`src/rtl/z3_bus_master.sv`:
```
// z3_bus_master: Zorro III bus initiator for the A4092 card.
// Turns single-longword DMA requests into complete bus master cycles:
// arbitration, address phase, FCS_n/DS_n strobes, then a wait for
// DTACK_n/BERR_n that is bounded by a timeout. All outputs are registered.
module z3_bus_master #(
  parameter int TIMEOUT_CYCLES = 64
) (
  input  logic        CLK,
  input  logic        RESET,
  input  logic        req,
  input  logic [29:0] req_addr,
  input  logic        req_write,
  input  logic [3:0]  req_be,
  input  logic [31:0] req_wdata,
  output logic        req_ack,
  output logic        done,
  output logic        err,
  output logic [31:0] rdata,
  output logic        BR_n,
  input  logic        BG_n,
  output logic        BGACK_n,
  output logic        ADDR_OE,
  output logic [29:0] A_OUT,
  output logic        READ,
  output logic        FCS_n,
  output logic [3:0]  DS_n,
  output logic [31:0] D_OUT,
  output logic        D_OE,
  input  logic [31:0] D_IN,
  input  logic        DTACK_n,
  input  logic        BERR_n
);

  localparam int CW = $clog2(TIMEOUT_CYCLES + 1);
  localparam logic [CW-1:0] CNT_LAST = CW'(TIMEOUT_CYCLES - 1);
  localparam logic [CW-1:0] CNT_MAX  = CW'(TIMEOUT_CYCLES);

  typedef enum logic [2:0] {
    S_IDLE, S_ARB, S_ADDR, S_STROBE, S_WAIT, S_TERM, S_REL
  } state_t;

  // Synchronizer chains; bit 1 is the synchronized value, idle-high.
  logic [1:0] bg_sync_q, dtack_sync_q, berr_sync_q;
  logic       bg_s, dtack_s, berr_s;

  assign bg_s    = bg_sync_q[1];
  assign dtack_s = dtack_sync_q[1];
  assign berr_s  = berr_sync_q[1];

  state_t         state_q, state_d;
  logic [CW-1:0]  cnt_q, cnt_d;
  logic [29:0]    lat_addr_q, lat_addr_d;
  logic           lat_write_q, lat_write_d;
  logic [3:0]     lat_be_q, lat_be_d;
  logic [31:0]    lat_wdata_q, lat_wdata_d;

  logic           req_ack_q, req_ack_d;
  logic           done_q, done_d;
  logic           err_q, err_d;
  logic [31:0]    rdata_q, rdata_d;
  logic           br_n_q, br_n_d;
  logic           bgack_n_q, bgack_n_d;
  logic           addr_oe_q, addr_oe_d;
  logic [29:0]    a_out_q, a_out_d;
  logic           read_q, read_d;
  logic           fcs_n_q, fcs_n_d;
  logic [3:0]     ds_n_q, ds_n_d;
  logic [31:0]    d_out_q, d_out_d;
  logic           d_oe_q, d_oe_d;

  // Two-flop synchronizers for the asynchronous bus inputs.
  always_ff @(posedge CLK) begin
    if (RESET) begin
      bg_sync_q    <= 2'b11;
      dtack_sync_q <= 2'b11;
      berr_sync_q  <= 2'b11;
    end else begin
      bg_sync_q    <= {bg_sync_q[0], BG_n};
      dtack_sync_q <= {dtack_sync_q[0], DTACK_n};
      berr_sync_q  <= {berr_sync_q[0], BERR_n};
    end
  end

  // State and registered-output update.
  always_ff @(posedge CLK) begin
    if (RESET) begin
      state_q     <= S_IDLE;
      cnt_q       <= '0;
      lat_addr_q  <= '0;
      lat_write_q <= 1'b0;
      lat_be_q    <= '0;
      lat_wdata_q <= '0;
      req_ack_q   <= 1'b0;
      done_q      <= 1'b0;
      err_q       <= 1'b0;
      rdata_q     <= '0;
      br_n_q      <= 1'b1;
      bgack_n_q   <= 1'b1;
      addr_oe_q   <= 1'b0;
      a_out_q     <= '0;
      read_q      <= 1'b0;
      fcs_n_q     <= 1'b1;
      ds_n_q      <= 4'hF;
      d_out_q     <= '0;
      d_oe_q      <= 1'b0;
    end else begin
      state_q     <= state_d;
      cnt_q       <= cnt_d;
      lat_addr_q  <= lat_addr_d;
      lat_write_q <= lat_write_d;
      lat_be_q    <= lat_be_d;
      lat_wdata_q <= lat_wdata_d;
      req_ack_q   <= req_ack_d;
      done_q      <= done_d;
      err_q       <= err_d;
      rdata_q     <= rdata_d;
      br_n_q      <= br_n_d;
      bgack_n_q   <= bgack_n_d;
      addr_oe_q   <= addr_oe_d;
      a_out_q     <= a_out_d;
      read_q      <= read_d;
      fcs_n_q     <= fcs_n_d;
      ds_n_q      <= ds_n_d;
      d_out_q     <= d_out_d;
      d_oe_q      <= d_oe_d;
    end
  end

  // Next-state and next-output logic for the bus cycle sequencer.
  always_comb begin
    state_d     = state_q;
    cnt_d       = cnt_q;
    lat_addr_d  = lat_addr_q;
    lat_write_d = lat_write_q;
    lat_be_d    = lat_be_q;
    lat_wdata_d = lat_wdata_q;
    req_ack_d   = 1'b0;
    done_d      = 1'b0;
    err_d       = err_q;
    rdata_d     = rdata_q;
    br_n_d      = br_n_q;
    bgack_n_d   = bgack_n_q;
    addr_oe_d   = addr_oe_q;
    a_out_d     = a_out_q;
    read_d      = read_q;
    fcs_n_d     = fcs_n_q;
    ds_n_d      = ds_n_q;
    d_out_d     = d_out_q;
    d_oe_d      = d_oe_q;

    case (state_q)
      S_IDLE: begin
        if (req) begin
          lat_addr_d  = req_addr;
          lat_write_d = req_write;
          lat_be_d    = req_be;
          lat_wdata_d = req_wdata;
          req_ack_d   = 1'b1;
          br_n_d      = 1'b0;
          state_d     = S_ARB;
        end
      end
      S_ARB: begin
        br_n_d = 1'b0;
        // Take the bus only once granted and the previous slave has let go.
        if (!bg_s && dtack_s) begin
          bgack_n_d = 1'b0;
          br_n_d    = 1'b1;
          addr_oe_d = 1'b1;
          a_out_d   = lat_addr_q;
          read_d    = ~lat_write_q;
          state_d   = S_ADDR;
        end
      end
      S_ADDR: begin
        fcs_n_d = 1'b0;
        state_d = S_STROBE;
      end
      S_STROBE: begin
        ds_n_d = ~lat_be_q;
        if (lat_write_q) begin
          d_oe_d  = 1'b1;
          d_out_d = lat_wdata_q;
        end
        cnt_d   = '0;
        state_d = S_WAIT;
      end
      S_WAIT: begin
        if (cnt_q != CNT_MAX) begin
          cnt_d = cnt_q + 1'b1;
        end
        // Bus error wins over a simultaneous acknowledge.
        if (!berr_s) begin
          err_d   = 1'b1;
          state_d = S_TERM;
        end else if (!dtack_s) begin
          err_d = 1'b0;
          if (read_q) begin
            rdata_d = D_IN;
          end
          state_d = S_TERM;
        end else if (cnt_q == CNT_LAST) begin
          err_d   = 1'b1;
          state_d = S_TERM;
        end
      end
      S_TERM: begin
        fcs_n_d = 1'b1;
        ds_n_d  = 4'hF;
        d_oe_d  = 1'b0;
        done_d  = 1'b1;
        state_d = S_REL;
      end
      S_REL: begin
        // Hold the bus until the slave has released its response lines.
        if (dtack_s && berr_s) begin
          addr_oe_d = 1'b0;
          bgack_n_d = 1'b1;
          state_d   = S_IDLE;
        end
      end
      default: begin
        state_d = S_IDLE;
      end
    endcase
  end

  assign req_ack = req_ack_q;
  assign done    = done_q;
  assign err     = err_q;
  assign rdata   = rdata_q;
  assign BR_n    = br_n_q;
  assign BGACK_n = bgack_n_q;
  assign ADDR_OE = addr_oe_q;
  assign A_OUT   = a_out_q;
  assign READ    = read_q;
  assign FCS_n   = fcs_n_q;
  assign DS_n    = ds_n_q;
  assign D_OUT   = d_out_q;
  assign D_OE    = d_oe_q;

endmodule

```
`config.mk`:
```
export PLATFORM = sky130hd
export DESIGN_NAME = z3_bus_master
export DESIGN_NICKNAME = d
export VERILOG_FILES = /design/src/rtl/z3_bus_master.sv
export SDC_FILE = /design/constraint.sdc
export NUM_CORES = 1
export LEC_CHECK = 0
export CAP_MARGIN = 10
export CELL_PAD_IN_SITES_DETAIL_PLACEMENT = 0
export CELL_PAD_IN_SITES_GLOBAL_PLACEMENT = 1
export CORE_MARGIN = 4
export CORE_UTILIZATION = 33
export CTS_CLUSTER_DIAMETER = 100
export DETAILED_ROUTE_END_ITERATION = 10
export PLACE_DENSITY = 0.87
export SLEW_MARGIN = 20
export SYNTH_ARGS = -nofsm -noshare
export SYNTH_HDL_FRONTEND = slang
export SYNTH_SLANG_ARGS = --single-unit
```
`constraint.sdc`:
```
create_clock -name CLK -period 2.96 [get_ports CLK]
set_clock_uncertainty 0.2 [all_clocks]
set_input_delay 0.444 -clock CLK [delete_from_list [all_inputs] [get_ports CLK]]
set_output_delay 0.444 -clock CLK [all_outputs]
set_load 0.02 [all_outputs]
```
==> results.toml, run 1 <==
[synthesis]
avgSynthCellArea_um2 = 7.95
yosys_register_bits = 190
synthFlopType = "dfxtp_1"
syn_inst = 852
syn_area_um2 = 6770
synth_edf_count = 0
yosysWarnings = 0
syn_nets = 959
synth_cell_types = 39
async_flop_share_pct = 0
ys_seq_area_share_pct = 56.2

[place]
dpl_cell_area_um2 = 9110
port_buffers = 211
pre_cts_ws_ns = 0.601
dp.cells = 1287
gp_congestion = 0.767
dp_hpwl_um = 12200

[floorplanning]
dieArea_um2 = 22900
row_count = 52
core-area_um2 = 20200
die_w_um = 151
die_height_um = 151
ios = 212
start_util_pct = 33.5

[setup_path]
worstPathArrival_ns = 2.32
end_kind = "flip-flop"
critical_path_class = "reg -> reg"
cp_max_fo = 26
cp.required_ns = 3.10
critPathLaunchType = "flip-flop"

[cts]
cts_setup_buffers = 0
htree_levels = 4
post_cts_resized = 0
cts_made_buffers = 17
clk_latency_ns = 0.41
postCtsHoldBufs = 0
cts_tree = "yes"
cts.sinks = 190
path_clk_slew_ns = 0.07
cts.path.max_buffers = 2
cts_root_buf = "clkbuf_16"

[worst_hold_path]
hold_class = "reg -> reg"

[timing]
worst_slew_pin_slew_ns = 0.697
slew_headroom_pct = 53.5
setup_violations = 0
period_minus_slack_ns = 2.18
rsz0062_at_grt = "false"
fin_setup_tns_ns = 0
fin_ws_ns = 0.778
fin_crit_sh_pct = 73.7
timing.fmax_mhz = 458
final_hold_viol_count = 0
slew_violations = 0
hold-worst-slack_ns = 0.215

[detailed_routing]
wl_um = 18300
drtPass1Iterations = 4
drt-initial-drc-count = 256
ant_nets = 0
wl_per_cell_um = 13.9
via_per_inst = 4.61
route.detailed.drc = 0
vias = 6078

[global_routing]
grt_start_max_net_pins = 90
grt_pass1_vias = 5750
antenna_found_initial = 0
grt_pass1_wl_um = 29400
grt.overflow.total = 0
gr-usage-all-layers_pct = 16.0

[pwr]
p_leak_nw = 3.37
p_per_area_nw_per_um2 = 564
power_frac_seq_pct = 48.8
p_sw_w = 0.00127
switching_share_pct = 23.1
peakVddDrop_uv = 378
p_int_w = 0.00422
power_frac_comb_pct = 7.5
power_frac_clock_pct = 43.7

[finish]
layout-drive-gt1-share_pct = 6.01
area_growth_pct = 43.7
fin_cells = 1319
nNetsFinal = 1143
final_cell_mix = "335 x nand2_1, 210 x clkdlybuf4s50_1, 190 x dfxtp_1"
design_area_um2 = 9730
final_common_cell = "nand2_1"
n_antenna_cell = 0

[flow_run]
drv_cap = 0

[status]
outcome = "finished, final reports clean"
==> power by group through the flow <==
stage	clock network [W]	registers, W	logic, W
final	0.00239	0.00268	0.000413
after global routing	0.00256	0.00269	0.000458
after CTS	0.00247	0.00268	0.000420
after detailed placement	0	0.00274	0.000418
after global placement	0	0.00273	0.000415
after floorplan	0	0.00273	0.000195
==> registers in the layout (all words and copies together) (netlist names), 3 cells and up <==
name         cells
A_OUT           30
DS_n             4
D_OUT           32
cnt_q            7
lat_addr_q      30
lat_be_q         4
lat_wdata_q     32
rdata           32
state_q          3
==> through the flow <==
step	util, %	total power (W)
finish	48.1	0.00548
global route	48.1	0.00571
CTS	48.1	0.00556
detailed placement	45.0	0.00315
global placement	45.0	0.00315
floorplan	-	0.00293
==> routing by layer <==
metal | GRT usage [%] | share of wire, % | vias up
li1 | - | - | 3143
met1 | 20.8 | 45 | 2741
met2 | 25.6 | 45 | 186
met3 | 5.95 | 8.7 | 8
met4 | 3.35 | 0.79 | 0
met5 | 0 | 0 | -
==> worst paths after layout <==
kind | cells past startpoint | from | end | slack, ns
hold / removal | 1 | bg_sync_q[0]$_SDFF_PP1_ | bg_sync_q[1]$_SDFF_PP1_ | 0.21
hold reg to reg | 1 | bg_sync_q[0]$_SDFF_PP1_ | bg_sync_q[1]$_SDFF_PP1_ | 0.21
setup reg to reg | 5 | state_q[1]$_SDFFE_PP0P_ | rdata[28]$_SDFFE_PP0P_ | 0.78
setup / recovery | 5 | state_q[1]$_SDFFE_PP0P_ | rdata[28]$_SDFFE_PP0P_ | 0.78
==> synthesized netlist by cell type, types with 2 or more instances <==
library cell  count  area, µm²
a21oi_1         177        886
and3_1            2       12.5
and4_1            2       17.5
buf_1             3       11.3
buf_2            18       90.1
clkbuf_1         39        146
dfxtp_1         190       3800
ha_1              2       25.0
inv_1             6       22.5
mux2i_1           4       40.0
nand2_1         335       1260
nand2b_1          6       37.5
nand3_1           7       35.0
nor2_1           14       52.6
nor2b_1           2       12.5
nor3_1            3       15.0
o2111ai_1         2       17.5
o21ai_0           8       40.0
o22ai_1           5       31.3
or2_2             6       37.5
or3_1             3       18.8
==> cell families after synthesis <==
kind of cell / after synthesis / share of synthesized area, %
AO/OA/AOI/OAI: 199 / 15.3
buffers and inverters: 66 / 3.99
multiplexers: 4 / 0.591
flip-flops: 190 / 56.2
AND/OR/NAND/NOR: 391 / 23.5
adder cells (fa/ha/maj): 2 / 0.370
==> critical path, cell delays in order, from the launching register on <==
cell     delay, ns
dfxtp_1       0.47
nor3b_2       0.43
and4_1        0.42
buf_4         0.34
nand2_1       0.10
a21oi_1       0.12
==> final cells by class <==
type                       count  area, µm²
fill                        2008      10500
sequential                   190       3800
multi-input combinational    596       2710
timing repair buffer         225       2230
clock buffer                  19        443
tap                          270        338
clock inverter                13        179
inverter                       6       22.5
(Power assumes the default switching activity.)
==> run 2: changes to the inputs <==
Settings changed: CORE_UTILIZATION 33 to 30, PLACE_DENSITY 0.87 to 0.84.
Clock period 2.96 ns to 1.9 ns, I/O delays scaled along.
==> results.toml, run 2 (same netlist as run 1, synthesis figures left out) <==
[cts]
cts_made_buffers = 17
cts_tree = "yes"
clk_latency_ns = 0.42
path_clk_slew_ns = 0.07
cts.path.max_buffers = 2
cts_setup_buffers = 0
cts.sinks = 190
cts_root_buf = "clkbuf_16"
htree_levels = 4

[setup_path]
cpMaxStageDelayCell = "dfxtp_1"
critical_path_class = "reg -> reg"
cp_max_fo = 6
critPathLaunchType = "flip-flop"
cp.required_ns = 2.04
path_buf_inv = 1
crit_chain = "inv_1 -> ha_1 -> or2b_2 -> o21a_4 -> o2111ai_1 -> mux2i_1"
reg2reg_slack_ns = 0.02
max_stage_delay_ns = 0.35
worstPathArrival_ns = 2.01
end_kind = "flip-flop"
critPathTopFamily = "compound AO/OA/AOI/OAI gates"

[detailed_routing]
via_per_inst = 4.56
drtPass1Iterations = 4
ant_nets = 0
wl_per_cell_um = 14.3
wl_um = 19200
route.detailed.drc = 0
drt-initial-drc-count = 243
vias = 6110

[global_routing]
grt_pass1_vias = 5852
grt_pass1_wl_um = 29600
grt_start_max_net_pins = 63
antenna_found_initial = 1
grt.overflow.total = 0
gr-usage-all-layers_pct = 14.7

[timing]
worst_slew_pin_slew_ns = 0.422
slew_headroom_pct = 71.6
timing.fmax_mhz = 533
rsz0062_at_grt = "true"
slew_violations = 0
fin_setup_tns_ns = 0
final_hold_viol_count = 0
fin_crit_sh_pct = 98.7
period_minus_slack_ns = 1.88
setup_violations = 0

[floorplanning]
start_util_pct = 30.7
die_height_um = 158
core-area_um2 = 22000
dieArea_um2 = 25000
die_w_um = 158
row_count = 54
ios = 212

[finish]
fin_cells = 1340
area_growth_pct = 47.5
nNetsFinal = 1154
nFillCells = 2221
final_cell_mix = "335 x nand2_1, 188 x dfxtp_1, 177 x a21oi_1"
n_antenna_cell = 0
layout-drive-gt1-share_pct = 6.89
final_common_cell = "nand2_1"

[flow_run]
drv_cap = 0

[status]
outcome = "finished, final reports clean"

[place]
port_buffers = 211
dp_hpwl_um = 12900
dp.cells = 1307
gp_congestion = 0.808

[pwr]
p_per_area_nw_per_um2 = 832
p_leak_nw = 4.58
peakVddDrop_uv = 568
totalPowerFinal_w = 0.00831

[worst_hold_path]
hold_class = "in -> reg"
## run 2: cell type report
type                    instances  area [µm²]  area share [%]
multi-input cells             596        2720            27.3
inverters                       6        22.5           0.226
clock buffers                  22         464            4.65
clock inverters                10         104            1.04
flip-flops and latches        190        3810            38.1
repair buffers                236        2520            25.2
well taps                     280         350            3.51
## run 2: metal layers
layer,vias up,share of wire [%],global-route usage [%]
met5,-,0.068,0
met4,2,1.9,5.20
met3,23,7.9,4.98
met2,166,46,23.9
met1,2765,44,18.3
li1,3154,-,-
## run 2: worst register-to-register path, cell delays in order (launching register included)
cell	delay, ns
dfxtp_1	0.35
inv_1	0.07
ha_1	0.14
or2b_2	0.32
o21a_4	0.25
o2111ai_1	0.24
mux2i_1	0.24
## run 2: report_power, final
part | internal [W] | switching [W]
registers | 0.00410 | 0.0000681
logic | 0.000349 | 0.000332
clock network | 0.00190 | 0.00156
total | 0.00635 | 0.00196
## run 2: final timing paths
check,from,end,cells after the start
max,cnt_q[1]$_SDFFE_PP0P_,cnt_q[4]$_SDFFE_PP0P_,6
min,D_IN[18],rdata[18]$_SDFFE_PP0P_,3
max reg2reg,cnt_q[1]$_SDFFE_PP0P_,cnt_q[4]$_SDFFE_PP0P_,6
min reg2reg,berr_sync_q[0]$_SDFF_PP1_,berr_sync_q[1]$_SDFF_PP1_,1
## run 2: through the flow
| stage | util, % | instance area, µm² | setup WS, ns | hold slack, ns |
|---|---|---|---|---|
| 2_1_floorplan | - | 6770 | 0.163 | 0.189 |
| 3_3_place_gp | 42.2 | 9290 | 0.0847 | 0.199 |
| 3_5_place_dp | 42.2 | 9290 | 0.0156 | 0.197 |
| 4_1_cts | 44.7 | 9840 | 0.000449 | 0.177 |
| 5_1_grt | 45.3 | 9980 | -0.0167 | 0.185 |
| 6_report | 45.3 | 9980 | 0.0246 | 0.205 |
## run 2: what timing repair did
action | CTS | global route
gates resized for setup | 27 | 60
hold endpoints to repair | 2 | 0
hold buffers | 1 | 0
endpoints found under the setup margin | 27 | 83
